===== config.mk =====
export PLATFORM = sky130hd
export DESIGN_NAME = sequencer_lut_loader
export DESIGN_NICKNAME = d
export VERILOG_FILES = /design/src/rtl/seq_lut_pkg.sv /design/src/rtl/sequencer_lut_loader.sv
export SDC_FILE = /design/constraint.sdc
export NUM_CORES = 1
export LEC_CHECK = 0
export CELL_PAD_IN_SITES_DETAIL_PLACEMENT = 1
export CELL_PAD_IN_SITES_GLOBAL_PLACEMENT = 2
export CORE_UTILIZATION = 19
export CTS_BUF_LIST = sky130_fd_sc_hd__clkbuf_4 sky130_fd_sc_hd__clkbuf_8
export DETAILED_ROUTE_END_ITERATION = 7
export PLACE_DENSITY_LB_ADDON = 0.1
export SETUP_SLACK_MARGIN = 0.02
export SYNTH_ARGS = -nofsm -noshare
export SYNTH_HDL_FRONTEND = slang
export SYNTH_SLANG_ARGS = --single-unit
export TNS_END_PERCENT = 1

===== constraint.sdc =====
create_clock -name clk_20mhz -period 3.2 [get_ports clk_20mhz]
set_input_delay 0.64 -clock clk_20mhz [delete_from_list [all_inputs] [get_ports clk_20mhz]]
set_output_delay 0.64 -clock clk_20mhz [all_outputs]
set_load 0.005 [all_outputs]

===== src/rtl/seq_lut_pkg.sv =====
// Shared types and default sizes for the sequencer LUT loader.
package seq_lut_pkg;

   localparam int DEF_LUT_DEPTH = 256;
   localparam int DEF_ADDR_W    = 8;
   localparam int DEF_DATA_W    = 32;

   typedef enum logic [2:0] {
      IDLE,
      PEND,
      RD,
      WR,
      VRD,
      VCMP,
      DONE
   } ld_state_t;

endpackage


===== src/rtl/sequencer_lut_loader.sv =====
// Sequencer LUT loader: copies entry_count sequence-table entries from the
// register-bank shadow memory into the sequencer LUT, then raises config_done.
// The copy is held off in PEND until the sequencer is idle.
// Optional readback verification is compiled in with SEQ_LUT_VERIFY_EN.
module sequencer_lut_loader
   import seq_lut_pkg::*;
#(
   parameter int LUT_DEPTH = DEF_LUT_DEPTH,
   parameter int ADDR_W    = DEF_ADDR_W,
   parameter int DATA_W    = DEF_DATA_W
)
(
   input  logic              clk_20mhz,
   input  logic              rst_n_20mhz,
   input  logic              start_i,
   input  logic [ADDR_W:0]   entry_count_i,
   input  logic              seq_busy_i,
   output logic              src_rd_o,
   output logic [ADDR_W-1:0] src_addr_o,
   input  logic [DATA_W-1:0] src_data_i,
   output logic [ADDR_W-1:0] lut_addr_o,
   output logic              lut_wen_o,
   output logic [DATA_W-1:0] lut_write_data_o,
   input  logic [DATA_W-1:0] lut_read_data_i,
   output logic              config_done_o,
   output logic              busy_o,
   output logic              load_err_o,
   output logic              verify_err_o,
   output logic [ADDR_W:0]   entries_loaded_o
);

   localparam logic [ADDR_W:0] DEPTH_CNT = (ADDR_W+1)'(LUT_DEPTH);
   localparam logic [ADDR_W:0] ONE_CNT   = (ADDR_W+1)'(1);

   ld_state_t         state;
   ld_state_t         state_nxt;
   logic [ADDR_W-1:0] idx;
   logic [ADDR_W:0]   cnt;
   logic [ADDR_W:0]   cnt_m1;
   logic [ADDR_W:0]   entries_loaded;
   logic              config_done_q;
   logic              load_err_q;
   logic              count_bad;
   logic              last_entry;
   logic              done_now;
   logic              verify_err_q;

   assign count_bad  = (entry_count_i == '0) || (entry_count_i > DEPTH_CNT);
   assign cnt_m1     = cnt - ONE_CNT;
   assign last_entry = ({1'b0, idx} == cnt_m1);

`ifdef SEQ_LUT_VERIFY_EN
   assign done_now = ~verify_err_q;
`else
   assign done_now = 1'b1;
   assign verify_err_q = 1'b0;
   logic unused_read_data;
   assign unused_read_data = ^lut_read_data_i;
`endif

   assign config_done_o    = config_done_q | ((state == DONE) & done_now);
   assign load_err_o       = load_err_q;
   assign verify_err_o     = verify_err_q;
   assign entries_loaded_o = entries_loaded;

   // State register; reset drops straight back to IDLE mid-load
   always_ff @(posedge clk_20mhz or negedge rst_n_20mhz) begin
      if (!rst_n_20mhz) begin
         state <= IDLE;
      end else begin
         state <= state_nxt;
      end
   end

   // Next-state and strobe decode; all strobes and addresses are 0 unless the state uses them
   always_comb begin
      state_nxt        = state;
      busy_o           = 1'b0;
      src_rd_o         = 1'b0;
      src_addr_o       = '0;
      lut_addr_o       = '0;
      lut_wen_o        = 1'b0;
      lut_write_data_o = '0;
      case (state)
         IDLE: begin
            if (start_i && !count_bad) begin
               state_nxt = PEND;
            end
         end
         PEND: begin
            busy_o = 1'b1;
            if (!seq_busy_i) begin
               state_nxt = RD;
            end
         end
         RD: begin
            busy_o     = 1'b1;
            src_rd_o   = 1'b1;
            src_addr_o = idx;
            state_nxt  = WR;
         end
         WR: begin
            busy_o           = 1'b1;
            lut_wen_o        = 1'b1;
            lut_addr_o       = idx;
            lut_write_data_o = src_data_i;
            if (last_entry) begin
`ifdef SEQ_LUT_VERIFY_EN
               state_nxt = VRD;
`else
               state_nxt = DONE;
`endif
            end else begin
               state_nxt = RD;
            end
         end
`ifdef SEQ_LUT_VERIFY_EN
         VRD: begin
            busy_o     = 1'b1;
            lut_addr_o = idx;
            src_rd_o   = 1'b1;
            src_addr_o = idx;
            state_nxt  = VCMP;
         end
         VCMP: begin
            busy_o    = 1'b1;
            state_nxt = last_entry ? DONE : VRD;
         end
`endif
         DONE: begin
            state_nxt = IDLE;
         end
         default: begin
            state_nxt = IDLE;
         end
      endcase
   end

   // Index, count and status flags; a start is only honoured from IDLE
   always_ff @(posedge clk_20mhz or negedge rst_n_20mhz) begin
      if (!rst_n_20mhz) begin
         idx            <= '0;
         cnt            <= '0;
         entries_loaded <= '0;
         config_done_q  <= 1'b0;
         load_err_q     <= 1'b0;
      end else begin
         case (state)
            IDLE: begin
               if (start_i) begin
                  cnt            <= entry_count_i;
                  entries_loaded <= '0;
                  config_done_q  <= 1'b0;
                  load_err_q     <= count_bad;
               end
            end
            PEND: begin
               if (!seq_busy_i) begin
                  idx <= '0;
               end
            end
            WR: begin
               entries_loaded <= entries_loaded + ONE_CNT;
               if (last_entry) begin
                  idx <= '0;
               end else begin
                  idx <= idx + ADDR_W'(1);
               end
            end
`ifdef SEQ_LUT_VERIFY_EN
            VCMP: begin
               if (!last_entry) begin
                  idx <= idx + ADDR_W'(1);
               end
            end
`endif
            DONE: begin
               config_done_q <= done_now;
            end
            default: begin
            end
         endcase
      end
   end

`ifdef SEQ_LUT_VERIFY_EN
   // Sticky readback mismatch flag, cleared by the next accepted start
   always_ff @(posedge clk_20mhz or negedge rst_n_20mhz) begin
      if (!rst_n_20mhz) begin
         verify_err_q <= 1'b0;
      end else if (state == IDLE && start_i) begin
         verify_err_q <= 1'b0;
      end else if (state == VCMP && lut_read_data_i != src_data_i) begin
         verify_err_q <= 1'b1;
      end
   end
`endif

endmodule


==> reports/results.tsv, run 1 <==
stage	metric	value	unit
timing	layout_min_cycle_time	2.73	ns
cts	clockRootBuffer	clkbuf_8	
timing	whs	0.490	ns
logic_synthesis	ys_types	46	
grt	antenna_found_initial	0	
hold_path	hold_path_class	reg2reg	
floorplanning	start_util	0.199	
layout	drive_above_1_share	0.0757	
power	netSwitchingFraction	0.420	
cts	cts.sinks	31	
grt	track_usage	0.137	
grt	grt_max_degree	42	
detailed_routing	vias	2324	
logic_synthesis	synth_cells	271	
layout	layout.cells.non_filler	510	
placed_design	hpwl	6.11	mm
power	p_int	0.00178	W
timing	clock.fmax	367	MHz
detailed_routing	wirelength	8.10	mm
setup_path	crit_arrival	2.09	ns
setup_path	cp-start-kind	register	
floorplanning	fp.dieW	109	µm
logic_synthesis	syn_nets	351	
cts	clock_path_buffers	2	
layout	n_antenna_cell	0	
power	switching_power	0.00129	W
cts	cts-hold-fix-buffers	0	
grt	grt_pass1_wl	12.8	mm
grt	grt_pass1_vias	2443	
setup_path	cp-end-kind	primary output	
floorplanning	ios	140	
logic_synthesis	yosysTopAreaCell	dfrtp_1	
setup_path	rrSetupSlack	0.55	ns
power	power_leakage	1.53	nW
power	combPwrFrac	0.633	
logic_synthesis	ys_seq_area_frac	0.354	
cts	clk_latency	0.29	ns
timing	rsz0062_at_grt	no	
logic_synthesis	synth_area	0.00219	mm²
detailed_routing	drc	0	
cts	cts_tree	done	
layout	areaGrowthSynthToFinish	58.4	%
layout	finish.utilization	0.315	
logic_synthesis	synth_top_area_frac	0.354	
logic_synthesis	ys_ff_latch	31	
placed_design	portBuffers	106	
floorplanning	die_h	109	µm
detailed_routing	drtIter0Drc	93	
power	ir_worst_vdd	317	µV
setup_path	worstSetupPathType	reg2out	
detailed_routing	routed_via_density	4.56	
power	power.density	883	mW/mm²
logic_synthesis	synth_commonest_cells	43 x and3_1, 43 x nand2_1, 31 x dfrtp_1, 21 x o21ai_0, 17 x clkbuf_1	
detailed_routing	wl_per_cell	15.9	µm
setup_path	endpoint	lut_addr_o[7]	
timing	fin_crit_sh	0.852	
placed_design	place_congestion	0.685	
logic_synthesis	ys_warn_count	0	
logic_synthesis	syn_avg_cell_area	8.08	µm²
cts	cts_post_setup_buffers_inserted	0	
cts	path_clk_slew	0.08	ns
logic_synthesis	synth_edf_count	0	
timing	maxSlewViolCount	0	
cts	ctsResizeCount	0	
floorplanning	design.core.area	0.0110	mm²
flow_run	drv_cap	0	
run_status	status	finished clean	
setup_path	r2r-end	idx[4]$_DFFE_PN0P_	
logic_synthesis	synthArstFlopShare	1.00	
setup_path	reg2reg_from	cnt[0]$_DFFE_PN0P_	
cts	numCtsBuffers	5	
timing	setup_tns	0	ns
setup_path	worst-path-max-fanout	41	
grt	overflow	0	
setup_path	worstPathRequired	2.56	ns
layout	nNetsFinal	449	
timing	setup_violations	0	
floorplanning	die-area	0.0120	mm²
floorplanning	rows	38	
logic_synthesis	synthFlopType	dfrtp_1	
detailed_routing	antenna_left	0	
cts	ctsHtreeMaxLevel	2	
setup_path	reg2regPathDepth	8	
detailed_routing	dr.pass1.iters	4	
power	p_clk_frac	0.107	
power	pwr-share-seq	0.261	
timing	skew	0.00643	ns
setup_path	cp-startpoint	state[0]$_DFFE_PN0P_	
timing	hold_viol	0	
logic_synthesis	synth_area_leaders	dfrtp_1 35%, and3_1 12%, nand2_1 7.4%, o21ai_0 4.8%, and2_1 3.4%	
placed_design	post-place-cells	502	
registers in the layout, indices dropped and copies added (netlist names):
name              flops
cnt                   9
config_done_q         1
entries_loaded_o      9
idx                   8
load_err_o            1
state                 3
how the worst min path moves through the flow:
stage                                                  to                             from  slack (ns)  cells past startpoint
after floorplan                        cnt[0]$_DFFE_PN0P_                      rst_n_20mhz        0.34                      0
after global placement    entries_loaded_o[8]$_DFFE_PN0P_  entries_loaded_o[8]$_DFFE_PN0P_        0.48                      1
after detailed placement  entries_loaded_o[8]$_DFFE_PN0P_  entries_loaded_o[8]$_DFFE_PN0P_        0.49                      1
after CTS                 entries_loaded_o[8]$_DFFE_PN0P_  entries_loaded_o[8]$_DFFE_PN0P_        0.50                      1
after global routing      entries_loaded_o[8]$_DFFE_PN0P_  entries_loaded_o[8]$_DFFE_PN0P_        0.53                      1
final                     entries_loaded_o[8]$_DFFE_PN0P_  entries_loaded_o[8]$_DFFE_PN0P_        0.49                      1
worst max-delay path, stage by stage, from the launching register on:
cell and delay [ns]:
dfrtp_1 0.47, nor2b_2 0.20, buf_4 0.34, and3_1 0.27, clkdlybuf4s50_1 0.53
final cells by class:
type                    instances  area, µm²
clock buffers                   6       76.3
well taps                     140        175
repair buffers                112       1110
flip-flops and latches         31        776
clock inverters                 2       12.5
fillers                      1313       7560
inverters                       7       26.3
multi-input cells             212       1300
layout by cell type (no fill, tap or decap), drive strengths merged, types with 5 or more instances in the layout:
cell,count
xor2,6
clkbuf,6
a21o,5
nor3,6
a221oi,6
xnor2,5
clkdlybuf4s50,106
dfrtp,31
nor2,10
buf,6
and3,43
and2,12
o21ai,21
inv,6
nand3,8
nand2,43
power by group through the flow:
stage	clock network (W)	logic, W	registers (W)
global route	0.000359	0.00216	0.000838
floorplan	0	0.00106	0.000678
finish	0.000327	0.00194	0.000799
detailed placement	0	0.00197	0.000811
CTS	0.000344	0.00199	0.000805
global placement	0	0.00196	0.000806
stage by stage:
step | setup WS [ns] | total power (W) | cell area [µm²]
finish | 0.472 | 0.00306 | 3470
detailed placement | 0.539 | 0.00279 | 3380
global placement | 0.563 | 0.00277 | 3380
global route | 0.304 | 0.00336 | 3470
floorplan | 0.896 | 0.00174 | 2190
CTS | 0.446 | 0.00313 | 3470
cell families after synthesis:
| family | synth area share |
|---|---|
| compound gates | 0.160 |
| xor+xnor | 0.0440 |
| fa+ha+maj | 0.0171 |
| buf+inv | 0.0542 |
| flops | 0.354 |
| other cells | 0.00171 |
| simple gates | 0.369 |
routing by layer:
metal	global-route usage	wire, µm
met1	0.172	3660
met2	0.248	4050
met3	0.0202	335
met4	0.0286	52
met5	0	0
No activity file was read; power rests on OpenSTA's default activity.
==> run 2, diff against run 1 <==
--- a/config.mk
+++ b/config.mk
@@ -10,9 +10,10 @@
 export CORE_UTILIZATION = 19
 export CTS_BUF_LIST = sky130_fd_sc_hd__clkbuf_4 sky130_fd_sc_hd__clkbuf_8
 export DETAILED_ROUTE_END_ITERATION = 7
-export PLACE_DENSITY_LB_ADDON = 0.1
+export PLACE_DENSITY = 0.89
+export RECOVER_POWER = 25
 export SETUP_SLACK_MARGIN = 0.02
 export SYNTH_ARGS = -nofsm -noshare
 export SYNTH_HDL_FRONTEND = slang
 export SYNTH_SLANG_ARGS = --single-unit
-export TNS_END_PERCENT = 1
+export TNS_END_PERCENT = 50
==> run 2 against run 1 <==
  * The flow now finishes with violations (max-capacitance violations, max-slew violations)
  * Non-clock buffer count fell by 1
  * Routed wire length fell by 2.1%
  * Count of clock-buffer cells in the layout did not move
  * Via count rose by 3.2%
  * Cell count fell by 0.20%
==> reports/results.tsv, run 2 (same netlist as run 1, synthesis figures left out) <==
stage	metric	value	unit
grt	grt_pass1_wl	12.4	mm
timing	clock.fmax	342	MHz
setup_path	reg2regPathDepth	8	
layout	nNetsFinal	448	
floorplanning	rows	38	
cts	clock_path_buffers	2	
cts	ctsHtreeMaxLevel	2	
timing	skew	0.00242	ns
power	pwr-share-seq	0.264	
grt	grt_pass1_vias	2495	
cts	clk_latency	0.29	ns
hold_path	min_path_cells	1	
cts	cts-hold-fix-buffers	0	
detailed_routing	dr.pass1.iters	4	
floorplanning	die_h	109	µm
setup_path	worstPathRequired	2.56	ns
hold_path	hold_start	entries_loaded_o[8]$_DFFE_PN0P_	
cts	numCtsBuffers	5	
cts	clockRootBuffer	clkbuf_8	
run_status	violations	max-capacitance violations, max-slew violations	
cts	path_clk_slew	0.07	ns
grt	track_usage	0.133	
grt	antenna_found_initial	0	
setup_path	rrSetupSlack	0.55	ns
power	power_leakage	1.52	nW
floorplanning	start_util	0.199	
layout	areaGrowthSynthToFinish	57.9	%
flow_run	drv_cap	1	
hold_path	hold_end	entries_loaded_o[8]$_DFFE_PN0P_	
timing	layout_min_cycle_time	2.93	ns
floorplanning	fp.dieW	109	µm
power	p_int	0.00177	W
timing	worst_pin_slew	1.78	ns
layout	final_common_cell	clkdlybuf4s50_1	
detailed_routing	routed_via_density	4.71	
power	netSwitchingFraction	0.422	
timing	setup_ws	0.274	ns
placed_design	hpwl	6.01	mm
power	combPwrFrac	0.630	
floorplanning	design.core.area	0.0110	mm²
layout	layout.cells.non_filler	509	
grt	overflow	0	
timing	setup_tns	0	ns
setup_path	cpPeakStageDelay	0.52	ns
setup_path	reg2reg_from	cnt[0]$_DFFE_PN0P_	
timing	slew_headroom	-0.188	
layout	final_cell_mix	105 x clkdlybuf4s50_1, 43 x nand2_1, 43 x and3_1, 31 x dfrtp_1, 21 x o21ai_0	
timing	setup_violations	0	
grt	grt_max_degree	33	
placed_design	place_congestion	0.735	
setup_path	r2r-end	idx[7]$_DFFE_PN0P_	
detailed_routing	vias	2399	
timing	rsz0062_at_grt	no	
detailed_routing	wirelength	7.93	mm
detailed_routing	drc	0	
cts	cts_tree	done	
hold_path	hold_path_class	reg2reg	
cts	cts.sinks	31	
setup_path	cp_slowest_cell	clkdlybuf4s50_1	
cts	cts_post_setup_buffers_inserted	0	
placed_design	post-place-cells	501	
floorplanning	ios	140	
power	ir_worst_vdd	309	µV
setup_path	crit_chain	nor2b_2 -> buf_4 -> and3_1 -> clkdlybuf4s50_1	
detailed_routing	wl_per_cell	15.6	µm
timing	maxSlewViolCount	32	
setup_path	crit_arrival	2.29	ns
placed_design	pre_cts_slack	0.549	ns
detailed_routing	drtIter0Drc	103	
setup_path	cp-start-kind	register	
setup_path	worst-path-max-fanout	30	
setup_path	worstSetupPathType	reg2out	
setup_path	cp-end-kind	primary output	
timing	fin_crit_sh	0.914	
timing	hold_viol	0	
cts	ctsResizeCount	0	
power	switching_power	0.00129	W
power	p_clk_frac	0.106	
run_status	status	finished, violations left	
power	power.density	884	mW/mm²
power	finalPower	0.00306	W
floorplanning	die-area	0.0120	mm²
layout	n_antenna_cell	0	
layout	drive_above_1_share	0.0705	
placed_design	portBuffers	106	
detailed_routing	antenna_left	0	
==> run 2: changes by cell type in the layout (fill, tap and decap cells not counted), sizes merged <==
cell,before,now
clkbuf,6,7
clkdlybuf4s50,106,105
buf,6,4
dlygate4sd3,0,1
==> run 2: critical path: cells and delay by family, from the launching register on <==
| kind | cells | cell delay (ns) |
|---|---|---|
| flops | 1 | 0.45 |
| simple gates | 2 | 0.68 |
| buf+inv | 2 | 0.87 |
==> run 2: worst max-delay path by stage <==
stage | slack [ns] | from | depth (start not counted) | end
2_1_floorplan | 0.90 | cnt[0]$_DFFE_PN0P_ | 9 | idx[4]$_DFFE_PN0P_
3_3_place_gp | 0.63 | state[0]$_DFFE_PN0P_ | 4 | lut_write_data_o[11]
3_5_place_dp | 0.55 | cnt[0]$_DFFE_PN0P_ | 8 | idx[7]$_DFFE_PN0P_
4_1_cts | 0.24 | state[0]$_DFFE_PN0P_ | 4 | lut_write_data_o[11]
5_1_grt | 0.11 | state[0]$_DFFE_PN0P_ | 4 | lut_write_data_o[11]
6_report | 0.27 | state[0]$_DFFE_PN0P_ | 4 | lut_write_data_o[11]
==> run 2: stage by stage <==
step                      area, µm²  utilization  hold slack [ns]
after global routing           3460        0.314            0.526
final                          3460        0.314            0.496
after floorplan                2190            -            0.344
after CTS                      3460        0.314            0.499
after global placement         3370        0.306            0.482
after detailed placement       3370        0.306            0.484
==> run 2: layout make-up <==
type,instances,area [µm²]
Fill cell,1326,7570
Multi-Input combinational cell,212,1300
Timing Repair Buffer,111,1090
Sequential cell,31,776
Tap cell,140,175
Clock buffer,6,76.3
Inverter,7,26.3
Clock inverter,2,12.5
==> run 2: layer usage <==
| layer | routed length, µm | global-route usage | vias to the layer above |
|---|---|---|---|
| li1 | - | - | 1144 |
| met1 | 3580 | 0.175 | 1182 |
| met2 | 3960 | 0.221 | 65 |
| met3 | 319 | 0.0261 | 8 |
| met4 | 67 | 0.0352 | 0 |
| met5 | 0 | 0 | - |
==> run 2: power by group through the flow <==
stage / sequential, W / clock (W) / combinational (W)
after global routing: 0.000843 / 0.000354 / 0.00213
final: 0.000807 / 0.000323 / 0.00193
after CTS: 0.000808 / 0.000335 / 0.00196
after global placement: 0.000801 / 0 / 0.00188
after floorplan: 0.000678 / 0 / 0.00106
after detailed placement: 0.000812 / 0 / 0.00194
==> variant 1: new RTL, config.mk and constraints of run 1 <==
Put a register stage on the output `lut_write_data_o`, cleared by the reset. The value now appears one clock later. The other outputs are not delayed to match.
--- a/src/rtl/sequencer_lut_loader.sv
+++ b/src/rtl/sequencer_lut_loader.sv
@@ -32,6 +32,8 @@
    localparam logic [ADDR_W:0] DEPTH_CNT = (ADDR_W+1)'(LUT_DEPTH);
    localparam logic [ADDR_W:0] ONE_CNT   = (ADDR_W+1)'(1);
 
+   logic [DATA_W-1:0] lut_write_data_d;
+
    ld_state_t         state;
    ld_state_t         state_nxt;
    logic [ADDR_W-1:0] idx;
@@ -80,7 +82,7 @@
       src_addr_o       = '0;
       lut_addr_o       = '0;
       lut_wen_o        = 1'b0;
-      lut_write_data_o = '0;
+      lut_write_data_d = '0;
       case (state)
          IDLE: begin
             if (start_i && !count_bad) begin
@@ -103,7 +105,7 @@
             busy_o           = 1'b1;
             lut_wen_o        = 1'b1;
             lut_addr_o       = idx;
-            lut_write_data_o = src_data_i;
+            lut_write_data_d = src_data_i;
             if (last_entry) begin
 `ifdef SEQ_LUT_VERIFY_EN
                state_nxt = VRD;
@@ -196,5 +198,13 @@
    end
 `endif
 
+   always_ff @(posedge clk_20mhz or negedge rst_n_20mhz) begin
+      if (!rst_n_20mhz) begin
+         lut_write_data_o <= '0;
+      end else begin
+         lut_write_data_o <= lut_write_data_d;
+      end
+   end
+
 endmodule
 
Behaviour: not the same (a bounded check fails within 4 cycles, from zero or initial values and one cycle with rst_n_20mhz low).
==> variant 1 against run 1 <==
The flow now finishes with violations (design-rule violations). Sequential cell count grew 32. Total power grew 23%. Setup slack lost 0.076 ns. Area after synthesis grew 32%. Global-route usage shrank 1.1 points. Wire length grew 15%. Design area grew 27%. Clock power grew to 2.5 times the old value. Utilization shrank 1.5 points. Combinational power shrank 18%. Critical path type unchanged. Highest routed layer unchanged.
==> variant 1: results (changes against run 1) <==
DRT iter0 DRCs: 55 (-41%)
pin count of the biggest net entering global routing: 37 (-12%)
Post-route DRC: 2 (+2)
combinational share of power: 42.3% (-21 points)
dpl ws: 0.4476 ns (-0.09099 ns)
failing checks: design-rule violations
sequential area share after synthesis: 54.43% (+19 points)
latest clock arrival within the worst-skew pair: 0.36 ns (+0.07 ns)
Hold Crit Class: input port to asynchronous set/reset pin
hpwl dp: 6.627 mm (+8.4%)
fillcell total: 1657 (+26%)
Final Total Pwr: 0.003770 W (+23%)
synth top area cells: dfrtp_1 54%, and3_1 9.3%, nand2_1 5.4%
Nets: 478 (+6.5%)
outcome: complete, but fails checks
routed len/inst: 15.88 um (about the same)
clock skew: 0.009786 ns (+0.003360 ns)
share of cells above drive strength 1: 7.692% (+0.12 points)
wl on met1: 4.123 mm (+13%)
Routed met3 length: 587 um (+75%)
DP Area: 4173 um^2 (+23%)
met1 GRT Util: 15.20% (-2.0 points)
Switch Pwr: 0.001329 W (+3.3%)
Finished Layout Cells: 587 (+15%)
M2 GR Usage: 20.03% (-4.8 points)
met3 usage: 4.365% (+2.3 points)
top cells by count, synth: 63 x dfrtp_1, 43 x and3_1, 42 x nand2_1
maximum VDD drop: 0.2295 mV (-28%)
vias in the first global route: 2679 (+9.7%)
variant 1: cell count changes after synthesis, sizes merged, moves of 3 or more:
cell / change
a21o: -3
a31oi: +4
clkbuf: -5
nand3: +3
o21ai: -3
nor2b: +3
a221oi: -5
dfrtp: +32
variant 1: cell type report:
type                            instances  area, um^2  area share, %
Clock buffer                           11       151.4          3.437
Sequential cell                        63        1577          35.80
Timing Repair Buffer                  113        1121          25.45
Inverter                                7       26.28         0.5966
Clock inverter                          5       80.08          1.818
Tap cell                              184       230.2          5.227
Multi-Input combinational cell        204        1219          27.67
variant 1: final timing paths:
path | start | end | slack [ns]
min in group clk_20mhz | entries_loaded_o[8]$_DFFE_PN0P_ | entries_loaded_o[8]$_DFFE_PN0P_ | 0.50
hold reg to reg | entries_loaded_o[8]$_DFFE_PN0P_ | entries_loaded_o[8]$_DFFE_PN0P_ | 0.50
hold / removal | rst_n_20mhz | entries_loaded_o[1]$_DFFE_PN0P_ | 0.32
max in group asynchronous | rst_n_20mhz | cnt[0]$_DFFE_PN0P_ | 2.23
setup reg to reg | cnt[0]$_DFFE_PN0P_ | idx[7]$_DFFE_PN0P_ | 0.51
setup / recovery | state[0]$_DFFE_PN0P_ | lut_addr_o[4] | 0.40
variant 1: cells by family (layout without fill, tap and decap cells):
kind of cell | Yosys count | in the layout | share of synthesized area [%]
flops | 63 | 63 | 54.43
buf+inv | 24 | 136 | 3.585
fa+ha+maj | 3 | 3 | 1.296
compound gates | 40 | 40 | 9.330
xor+xnor | 10 | 10 | 3.024
mux | 2 | 2 | 0.6912
other cells | 1 | 1 | 0.1295
simple gates | 148 | 148 | 27.52
variant 1: worst max-delay path, delay by kind of cell (launching register included):
family | cells | cell delay [ns]
flops | 1 | 0.43
buf+inv | 2 | 0.71
simple gates | 3 | 0.66
==> variant 2: new RTL, settings of run 1 <==
Made on the original files. Build with the macro `SEQ_LUT_VERIFY_EN` defined.
--- a/src/rtl/sequencer_lut_loader.sv
+++ b/src/rtl/sequencer_lut_loader.sv
@@ -2,6 +2,8 @@
 // register-bank shadow memory into the sequencer LUT, then raises config_done.
 // The copy is held off in PEND until the sequencer is idle.
 // Optional readback verification is compiled in with SEQ_LUT_VERIFY_EN.
+`define SEQ_LUT_VERIFY_EN
+
 module sequencer_lut_loader
    import seq_lut_pkg::*;
 #(
Formal check against the unedited RTL: not equivalent (a bounded check fails within 10 cycles, from zero or initial values and one cycle with rst_n_20mhz low).
==> variant 2 against run 1 <==
Setup slack worse by 0.21 ns. Area after synthesis up 16%. Global-route usage down 0.11 points. Critical path type unchanged. Clock skew is essentially flat. Non-clock buffer count is 32 higher. Wire length rose by 17%. Register-to-register slack worse by 0.05 ns. Design area rose by 22%. Sequential cell count up 1. Largest cell class unchanged. Highest routed layer unchanged.
Power is not compared: it rests on default switching activity, and its combinational part moved more than twofold at a synthesized area within 25%.
==> variant 2: results (changes against run 1) <==
drt via density: 4.507 (-1.1%)
outcome: finished clean
crit path DAT: 2.30 ns (+0.21 ns)
Synth cell types: 44 (-4.3%)
share of cells above drive strength 1: 8.083% (+0.52 points)
Post-Synth XOR/XNOR Area: 15.83% (+11 points)
dpl ws: 0.3553 ns (-0.1832 ns)
clock buffer count: 7 (+1)
clock skew: 0.005971 ns (-0.0004558 ns)
routed len/inst: 15.61 um (-1.7%)
top cells by count, synth: 40 x xnor2_1, 33 x and2_1, 32 x dfrtp_1
I/O Buffers: 139 (+31%)
synth top area cells: dfrtp_1 31%, xnor2_1 14%, and2_1 8.1%
sequential area share after synthesis: 31.47% (-3.9 points)
GRT Resource Usage Total: 13.61% (-0.11 points)
metal2 WL: 4.457 mm (+10%)
Hold Crit Class: flop to flop
non-clock buffer count: 144 (+29%)
area fraction in compound gates after synthesis: 14.06% (-1.9 points)
Mapped Nets: 375 (+6.8%)
Nets: 513 (+14%)
critical-path maximum fanout: 38 (-7.3%)
Reg area: 802.0 um^2 (+3.4%)
Layout non-clock buf frac: 33.79% (+1.9 points)
hpwl dp: 7.657 mm (+25%)
dpl cells: 598 (+19%)
DRT iter0 DRCs: 75 (-19%)
synthesized area per cell: 8.627 um^2 (+6.7%)
gp weighted congestion: 0.7290 (+6.5%)
pin count of the biggest net entering global routing: 39 (-7.1%)
mux share of post-synthesis cell area: 3.982% (+4.0 points)
sequential cell count: 32 (+3.2%)
vias in the first global route: 2832 (+16%)
number of multi-input logic gates: 244 (+15%)
Routed met3 length: 874 um (+160%)
fillcell total: 1540 (+17%)
inverter count: 6 (-1)
post-synthesis adder-cell area fraction: 1.475% (-0.24 points)
first-pass GRT wire length: 14.99 mm (+17%)
==> variant 2: cell types whose count changed in the layout (fill, tap and decap cells not counted), sizes merged, moves of 9 or more <==
cell and change:
a21oi +9, and2 +21, and3 -32, clkdlybuf4s50 +33
mux2 +9, nand2 -26, nand4 +11, xnor2 +35
==> variant 2: path summary, 6_finish.rpt <==
kind | startpoint | endpoint | slack [ns] | cells after the start
setup / recovery | state[0]$_DFFE_PN0P_ | lut_write_data_o[15] | 0.26 | 6
hold reg to reg | entries_loaded_o[8]$_DFFE_PN0P_ | entries_loaded_o[8]$_DFFE_PN0P_ | 0.49 | 1
min in group asynchronous | rst_n_20mhz | idx[4]$_DFFE_PN0P_ | 0.77 | 2
setup reg to reg | cnt[0]$_DFFE_PN0P_ | idx[2]$_DFFE_PN0P_ | 0.50 | 7
max in group asynchronous | rst_n_20mhz | state[0]$_DFFE_PN0P_ | 2.08 | 2
hold / removal | entries_loaded_o[8]$_DFFE_PN0P_ | entries_loaded_o[8]$_DFFE_PN0P_ | 0.49 | 1
==> variant 2: power by group <==
group / switching (W) / total [W] / internal [W]
combinational: 0.000219 / 0.000598 / 0.000379
clock: 0.000157 / 0.000349 / 0.000192
sequential: 0.000133 / 0.000597 / 0.000463
==> variant 2: stage by stage <==
stage	cell area [um^2]	power (W)	hold WS (ns)
2_1_floorplan	2545	0.0008306	0.3444
3_3_place_gp	4139	0.001208	0.4748
3_5_place_dp	4139	0.001211	0.4879
4_1_cts	4235	0.001575	0.5007
5_1_grt	4240	0.001656	0.5239
6_report	4240	0.001543	0.4943
==> variant 2: per-layer routing <==
| metal | up-vias | track usage (%) |
|---|---|---|
| li1 | 1319 | - |
| met3 | 7 | 5.523 |
| met4 | 0 | 3.766 |
| met2 | 93 | 22.54 |
| met5 | - | 0 |
| met1 | 1308 | 16.11 |
